<file path="src/rtl/sevenseg_scroller_if.sv">
// Button input and display outputs of the scrolling seven-segment driver.
// The master side is the driver itself.
interface sevenseg_scroller_if;
  logic       clean_btn;
  logic [3:0] an;
  logic [6:0] seg;
  logic       dp;
  logic [3:0] ptr_out;

  modport master (
    input  clean_btn,
    output an,
    output seg,
    output dp,
    output ptr_out
  );

  modport slave (
    output clean_btn,
    input  an,
    input  seg,
    input  dp,
    input  ptr_out
  );
endinterface

</file>
<file path="src/rtl/sevenseg_scroller.sv">
// Four-digit multiplexed display scrolling the hex digits 0..F.
// A button press restarts the message and freezes scrolling while held.
module sevenseg_scroller #(
  parameter int REFRESH_CYCLES = 20000,
  parameter int DEAD_CYCLES    = 2000,
  parameter int SCROLL_CYCLES  = 25000000
) (
  input logic clk,
  input logic rst,
  sevenseg_scroller_if.master io
);

  localparam int RW = (REFRESH_CYCLES > 1) ? $clog2(REFRESH_CYCLES) : 1;
  localparam int SW = (SCROLL_CYCLES > 1) ? $clog2(SCROLL_CYCLES) : 1;

  localparam logic [RW-1:0] R_LAST = RW'(REFRESH_CYCLES - 1);
  localparam logic [RW-1:0] D_LIM  = RW'(DEAD_CYCLES);
  localparam logic [SW-1:0] S_LAST = SW'(SCROLL_CYCLES - 1);

  logic [RW-1:0] refresh_cnt;
  logic [1:0]    digit_sel;
  logic [SW-1:0] scroll_cnt;
  logic [3:0]    ptr;
  logic          btn_q;
  logic [3:0]    an_r;
  logic [6:0]    seg_r;
  logic          dp_r;

  logic [3:0] ch;
  logic       btn_rise;

  assign ch       = ptr + {2'b00, digit_sel};
  assign btn_rise = io.clean_btn & ~btn_q;

  function automatic logic [6:0] glyph(input logic [3:0] c);
    logic [6:0] g;
    g = 7'b1111111;
    unique case (c)
      4'h0: g = 7'b0000001;
      4'h1: g = 7'b1001111;
      4'h2: g = 7'b0010010;
      4'h3: g = 7'b0000110;
      4'h4: g = 7'b1001100;
      4'h5: g = 7'b0100100;
      4'h6: g = 7'b0100000;
      4'h7: g = 7'b0001111;
      4'h8: g = 7'b0000000;
      4'h9: g = 7'b0000100;
      4'hA: g = 7'b0001000;
      4'hB: g = 7'b1100000;
      4'hC: g = 7'b0110001;
      4'hD: g = 7'b1000010;
      4'hE: g = 7'b0110000;
      4'hF: g = 7'b0111000;
    endcase
    return g;
  endfunction

  always_ff @(posedge clk or negedge rst) begin
    if (!rst) begin
      refresh_cnt <= '0;
      digit_sel   <= 2'd0;
    end else if (refresh_cnt == R_LAST) begin
      refresh_cnt <= '0;
      digit_sel   <= digit_sel + 2'd1;
    end else begin
      refresh_cnt <= refresh_cnt + 1'b1;
    end
  end

  // A fresh press restarts the message and wins over a scroll step.
  always_ff @(posedge clk or negedge rst) begin
    if (!rst) begin
      scroll_cnt <= '0;
      ptr        <= 4'd0;
      btn_q      <= 1'b0;
    end else begin
      btn_q <= io.clean_btn;
      if (btn_rise) begin
        scroll_cnt <= '0;
        ptr        <= 4'd0;
      end else if (!io.clean_btn) begin
        if (scroll_cnt == S_LAST) begin
          scroll_cnt <= '0;
          ptr        <= ptr + 4'd1;
        end else begin
          scroll_cnt <= scroll_cnt + 1'b1;
        end
      end
    end
  end

  always_ff @(posedge clk or negedge rst) begin
    if (!rst) begin
      an_r  <= 4'b1111;
      seg_r <= 7'b1111111;
      dp_r  <= 1'b1;
    end else begin
      an_r <= ~(4'b1000 >> digit_sel);
      if (refresh_cnt < D_LIM) begin
        seg_r <= 7'b1111111;
        dp_r  <= 1'b1;
      end else begin
        seg_r <= glyph(ch);
        dp_r  <= (ch != 4'd0);
      end
    end
  end

  assign io.an      = an_r;
  assign io.seg     = seg_r;
  assign io.dp      = dp_r;
  assign io.ptr_out = ptr;

endmodule

</file>
<file path="src/flat_wrapper.sv">
// flat-port wrapper written by rule: the top's interface ports become plain ports
module sevenseg_scroller_flat 
#(
  parameter int REFRESH_CYCLES = 20000,
  parameter int DEAD_CYCLES    = 2000,
  parameter int SCROLL_CYCLES  = 25000000
)
  (clk, rst, io_clean_btn, io_an, io_seg, io_dp, io_ptr_out);
  sevenseg_scroller_if io_i ();
  input logic clk;
  input logic rst;
  input wire logic [$bits(io_i.clean_btn)-1:0] io_clean_btn;
  output wire logic [$bits(io_i.an)-1:0] io_an;
  output wire logic [$bits(io_i.seg)-1:0] io_seg;
  output wire logic [$bits(io_i.dp)-1:0] io_dp;
  output wire logic [$bits(io_i.ptr_out)-1:0] io_ptr_out;
  assign io_i.clean_btn = io_clean_btn;
  assign io_an = io_i.an;
  assign io_seg = io_i.seg;
  assign io_dp = io_i.dp;
  assign io_ptr_out = io_i.ptr_out;
  sevenseg_scroller #(.REFRESH_CYCLES(REFRESH_CYCLES), .DEAD_CYCLES(DEAD_CYCLES), .SCROLL_CYCLES(SCROLL_CYCLES)) u_core (.clk(clk), .rst(rst), .io(io_i));
endmodule
</file>
<file path="config.mk">
export PLATFORM = sky130hd
export DESIGN_NAME = sevenseg_scroller_flat
export DESIGN_NICKNAME = d
export VERILOG_FILES = /design/src/rtl/sevenseg_scroller_if.sv /design/src/rtl/sevenseg_scroller.sv /design/src/flat_wrapper.sv
export SDC_FILE = /design/constraint.sdc
export NUM_CORES = 1
export LEC_CHECK = 0
export BUFFER_PORTS_ARGS = -buffer_cell sky130_fd_sc_hd__buf_2
export CAP_MARGIN = 40
export CORE_MARGIN = 1.5
export CORE_UTILIZATION = 45
export CTS_CLUSTER_DIAMETER = 120
export DETAILED_ROUTE_END_ITERATION = 6
export PLACE_DENSITY = 0.58
export SETUP_SLACK_MARGIN = 0.1
export SLEW_MARGIN = 10
export SYNTH_ARGS = -nofsm -noshare
export SYNTH_HDL_FRONTEND = slang
export SYNTH_SLANG_ARGS = --single-unit
export TNS_END_PERCENT = 30
</file>
<file path="constraint.sdc">
create_clock -name clk -period 2.58 [get_ports clk]
set_input_delay 0.516 -clock clk [delete_from_list [all_inputs] [get_ports clk]]
set_output_delay 0.516 -clock clk [all_outputs]
set_load 0.1 [all_outputs]
</file>
* Yosys cells after proc, flatten, opt, wreduce, memory -nomap -nowiden
Memories as Yosys holds them, arrays and structs flattened.
Cells that the tools add are included.
** Word-level totals
- Bits in registers :: 59
- Memory bits (read-only) :: 112
- Input bits :: 3
- Output and inout port bits :: 16
- Word-level logic and storage cells :: 34
- Memories kept :: 1
** Cells by class
- Add/subtract/negate cells :: 5
- $lt $le $gt $ge :: 1
- Equal/unequal tests :: 3
- Shift operators :: 1
- Muxes and demuxes :: 9
- Bitwise operators :: 3
- Reductions and logical operators :: 3
** Memory list
- (name not given) :: depth 16, bits a word 7, read ports 1, clocked after Yosys merged registers in 0, wr ports 0, line sevenseg_scroller.sv:38 : unique case (c)
** Operators by type and width (count)
- 25-bit two-way mux :: 3
- 25-bit by 1-bit adder with 25-bit output (second input constant) :: 1
- 25-bit equality test (second input constant) :: 1
- 15-bit by 1-bit adder with 15-bit output (second input constant) :: 1
- 15-bit equality test (second input constant) :: 1
- 15-bit by 11-bit < comparator with 1-bit output (second input constant) :: 1
- 15-bit two-way mux :: 1
- 4-bit two-way mux :: 3
- 7-bit two-way mux :: 1
- 4-bit by 1-bit adder with 4-bit output (second input constant) :: 1
- 4-bit by 2-bit adder with 4-bit output :: 1
- 4-bit NOT :: 1
- 4-bit nonzero test :: 1
- 4-bit by 2-bit >> shifter with 4-bit output (first input constant) :: 1
- 2-bit by 1-bit adder with 2-bit output (second input constant) :: 1
- 2-bit by 1-bit inequality test with 1-bit output (second input constant) :: 1
- 2-bit AND reduction :: 1
- 2-bit nonzero test :: 1
- 1-bit bitwise AND :: 1
- 1-bit two-way mux :: 1
- 1-bit NOT :: 1

* Logic depth before layout (Yosys ltp)
- Depth after elaboration :: 4
- Depth in mapped cells :: 9
- Gate-level depth less buffers :: 9

* Worst setup path after synthesis
No wires, ideal clock.
- Kind :: reg2reg
- Start :: register u_core.ptr[0] (netlist: u_core.io.ptr_out[0])
- End :: register u_core.seg_r[6] (netlist: u_core.io.seg[6])
- Setup time :: 0.088 ns
- Arrival :: 2.566 ns
- Required time :: 2.492 ns
- Slack :: -0.074 ns
- Stages on the path, launching flop included :: 9
- Path buffers :: 0
- Period minus slack after synthesis :: 2.654 ns
- Cells stage by stage :: dfrtp_1 -> ha_1 -> inv_1 -> fa_1 -> inv_1 -> ha_1 -> nand2_1 -> mux2i_1 -> or3_1
** On the way
- Cells in the longest elaborated chain, start to end :: 3
** RTL lines
- start, declared :: line sevenseg_scroller.sv:23 : logic [3:0] ptr;
- start signal, assigned :: line sevenseg_scroller.sv:85 : ptr <= ptr + 4'd1;
- 4-bit by 2-bit adder with 4-bit output :: line sevenseg_scroller.sv:32 : assign ch = ptr + {2'b00, digit_sel};
- memory 16 x 7 bit
- 7-bit two-way mux :: line sevenseg_scroller.sv:100 : if (refresh_cnt < D_LIM) begin
- end signal, assigned :: line sevenseg_scroller.sv:104 : seg_r <= glyph(ch);
- end, declared :: line sevenseg_scroller.sv:26 : logic [6:0] seg_r;
No other way between the ends.
A chain may end at the register's enable or synchronous reset.

* Worst setup path after layout
- Start :: register u_core.scroll_cnt[0]
- End :: register u_core.ptr[3] (netlist: u_core.io.ptr_out[3])
** On the way
- Cells in the longest elaborated chain, start to end :: 3
** RTL lines
- start, declared :: line sevenseg_scroller.sv:22 : logic [SW-1:0] scroll_cnt;
- start signal, assigned :: line sevenseg_scroller.sv:87 : scroll_cnt <= scroll_cnt + 1'b1;
- 25-bit equality test :: line sevenseg_scroller.sv:83 : if (scroll_cnt == S_LAST) begin
- 2-bit nonzero test (no source line)
- 2-bit AND reduction (no source line)
No other way between the ends.

==> results.cfg <==
[status]
run_status = completed

[yosys]
post_synth.cell_area_avg_um2 = 9.689
synth.area.top_cells = sky130_fd_sc_hd__dfrtp_1, sky130_fd_sc_hd__dfstp_2, sky130_fd_sc_hd__ha_1
synth_compound_area_frac = 0.1563
netlist_area_pre_place_mm2 = 0.003178
yosys.area_share.xor_xnor = 0.04685
synthSimpleGateAreaFrac = 0.2169
dominantRegCellSynth = sky130_fd_sc_hd__dfrtp_1
yosysUniqueCellTypes = 49
synthesis.yosys.warnings = 0
synth-seq-area-share = 0.4693
post-synth-top-area-fraction = 0.3701
post_synthesis_mux_area_share = 0.009449
synth_fa_ha_area_frac = 0.06535
synth_enable_flop_cells = 0
postSynthCellCount = 328
synth_async_sr_flop_share = 1.000
synth_top_family_by_area = simple AND/OR/NAND/NOR gates
yosys_register_bits = 59
synth.net_count = 347
synthTopCellsByCount = sky130_fd_sc_hd__dfrtp_1, sky130_fd_sc_hd__nand2_1, sky130_fd_sc_hd__o21ai_0
synthMostInstantiatedCell = sky130_fd_sc_hd__dfrtp_1
post-synth-top-area-cell = sky130_fd_sc_hd__dfrtp_1

[clock_network]
clockBufferDepth = 2
cts_post_setup_buffers_inserted = 0
number_of_buffers_created_by_cts = 9
cts_sinks = 59
worst_skew_pair.late_latency_ns = 0.34
htree_num_levels = 3
clk_transition_reported_paths_ns = 0.07
tritoncts_clock_tree = built
cts-hold-fix-buffers = 0
clock_tree.root_cell = sky130_fd_sc_hd__clkbuf_8
ctsResizeCount = 0

[floorplan]
ioPinCount = 19
design.die.area_mm2 = 0.007575
start_util = 0.4678
design.core.area_mm2 = 0.006794
die-width_um = 87.04
core.rowCount = 30
chipHeight_um = 87.04

[global_route]
grt_antenna_before_repair = 0
pin_count_of_the_biggest_net_entering_global_routing = 27
gr-usage-all-layers = 0.1892
first_global_vias = 2411
grt_overflow_total = 0
grt_pass1_wl_mm = 11.09

[detailed_routing]
post-route-drc-count = 0
antenna_left = 0
topRoutingLayerUsed = met4
met1_length_mm = 3.044
detailroute.wirelength.met3_um = 165
vias_per_cell = 5.364
post_drt_wl_per_cell_um = 13.86
first_pass_iters = 4
detailedRoute.firstIterationViolations = 56
wl_met2_mm = 2.982
route.vias.total = 2446
routed_wl_mm = 6.319

[timing]
highest_clock_rate_ghz = 0.4720
final.setup.tns_ns = 0
period_needed_ns = 2.119
rsz0062_at_grt = false
clk_skew_ns = 0.008330
final_critical_path_setup_slack_ns = 0.4613
max_slew.worst_pin.slew_ns = 0.6499
finalMaxSlewViolations = 0
timing.final.crit_share = 0.8212
finalSetupViolations = 0
slew_headroom = 0.5667
timing_hold_violations_final = 0

[finish]
final_nets = 374
num_antenna_cells = 0
syn2layout_area_growth_pct = 12.68
fill_cells = 623
drive_above_1_share = 0.1944

[placement]
hpwlAfterDp_mm = 4.395
place_worst_setup_slack_ns = 0.4807
io_buffer_count = 18
finalWeightedCongestion = 0.7716

[critical_path]
worst-path-max-fanout = 6
cp_common_cell = sky130_fd_sc_hd__or3_1
type_of_the_setup_path_with_the_least_slack = reg -> reg
worstPathArrival_ns = 2.38
crit_path_end_kind = register
crit_path_start_kind = register
critical-path-max-stage-delay_ns = 0.46
timing.critical_path.slowest_stage_cell = sky130_fd_sc_hd__or4_4
cp.required_ns = 2.84
worstPathCellList = ha_1, nand3_2, or3_1, or4_4, or3_1, o211ai_1

[flow_run]
drv.max_cap_violation_count = 0

[power]
power.density_cell_area_mw_per_mm2 = 499.3
vdd_drop_max_mv = 0.2687
p_leak_nw = 1.564

[hold_path]
min-delay-path-class = in -> async
path summary, 6_finish.rpt:
check                      slack, ns  depth (start not counted)             startpoint                     to
min in group clk                0.40                          1           io_clean_btn           u_core.btn_q
min                             0.10                          1                    rst   u_core.io.ptr_out[2]
min reg2reg                     0.48                          1  u_core.refresh_cnt[0]  u_core.refresh_cnt[0]
max                             0.46                          6   u_core.scroll_cnt[0]   u_core.io.ptr_out[3]
max in group asynchronous       1.79                          2                    rst    u_core.digit_sel[0]
max reg2reg                     0.46                          6   u_core.scroll_cnt[0]   u_core.io.ptr_out[3]
cell usage in the layout (no fill, tap or decap), drive strengths merged, types with 3 or more instances in the layout:
cell / Yosys / final
xor2: 7 / 7
inv: 15 / 15
mux2i: 3 / 3
nor2: 14 / 14
dfrtp: 47 / 47
a21oi: 14 / 14
nor2b: 3 / 3
nand3: 19 / 19
and3: 8 / 8
clkbuf: 9 / 9
xnor2: 10 / 10
or3: 6 / 6
nor4: 5 / 5
a41oi: 3 / 3
a21o: 6 / 6
nand2: 40 / 40
nand2b: 3 / 3
o21ai: 23 / 23
and4: 3 / 3
or4: 5 / 5
o211ai: 9 / 9
a31oi: 16 / 16
nand4: 7 / 7
buf: 3 / 28
clkinv: 0 / 6
ha: 15 / 15
dfstp: 12 / 12
nor3: 5 / 5
state kept, by name (all words and copies together), names as in the netlist:
| name | count |
|---|---|
| u_core.scroll_cnt | 25 |
| u_core.refresh_cnt | 15 |
| u_core.digit_sel | 2 |
| u_core.btn_q | 1 |
| u_core.io.an | 4 |
| u_core.io.seg | 7 |
| u_core.io.dp | 1 |
| u_core.io.ptr_out | 4 |
cells by family (layout without fill, tap and decap cells):
family          count (synthesis)  count (layout)
compound gates                 79              79
xor+xnor                       17              17
fa+ha+maj                      16              16
buf+inv                        27              59
flops                          59              59
mux                             3               3
simple gates                  127             127
stage by stage:
stage               hold slack (ns)    util  std cells  area [µm²]  total power, W
finish                       0.1007  0.5271        456        3581        0.001788
global route                 0.1340  0.5271        456        3581        0.001870
CTS                          0.1062  0.5271        456        3581        0.001810
detailed placement           0.4742  0.5022        440        3412        0.001068
global placement             0.4712  0.5022        440        3412        0.001067
floorplan                    0.2204       -        328        3181        0.001028
final cells by class:
cell class                 count  area (µm²)  area share
multi-input combinational    242        1577      0.4403
sequential                    59        1494      0.4172
timing repair buffer          28       165.2     0.04612
clock buffer                   9       123.9     0.03459
tap                           96       120.1     0.03354
inverter                      15       56.30     0.01572
clock inverter                 7       45.04     0.01258
critical path: cells and delay by family (launching register included):
| kind | cells | cell delay (ns) |
|---|---|---|
| DFF | 1 | 0.39 |
| adders and majority gates | 1 | 0.24 |
| AOI/OAI and AO/OA | 1 | 0.09 |
| and+or+nand+nor | 4 | 1.31 |
metal layers:
metal / vias up / global-route usage
met5: - / 0
met1: 1148 / 0.2346
li1: 1251 / -
met4: 0 / 0.1026
met3: 12 / 0.03033
met2: 35 / 0.3150
report_power, final:
part	switching, W	internal, W	total, W
sequential	0.0000214	0.000942	0.000963
clock	0.000395	0.000344	0.000738
combinational	0.0000567	0.0000292	0.0000859
No activity file was read; power rests on OpenSTA's default activity.
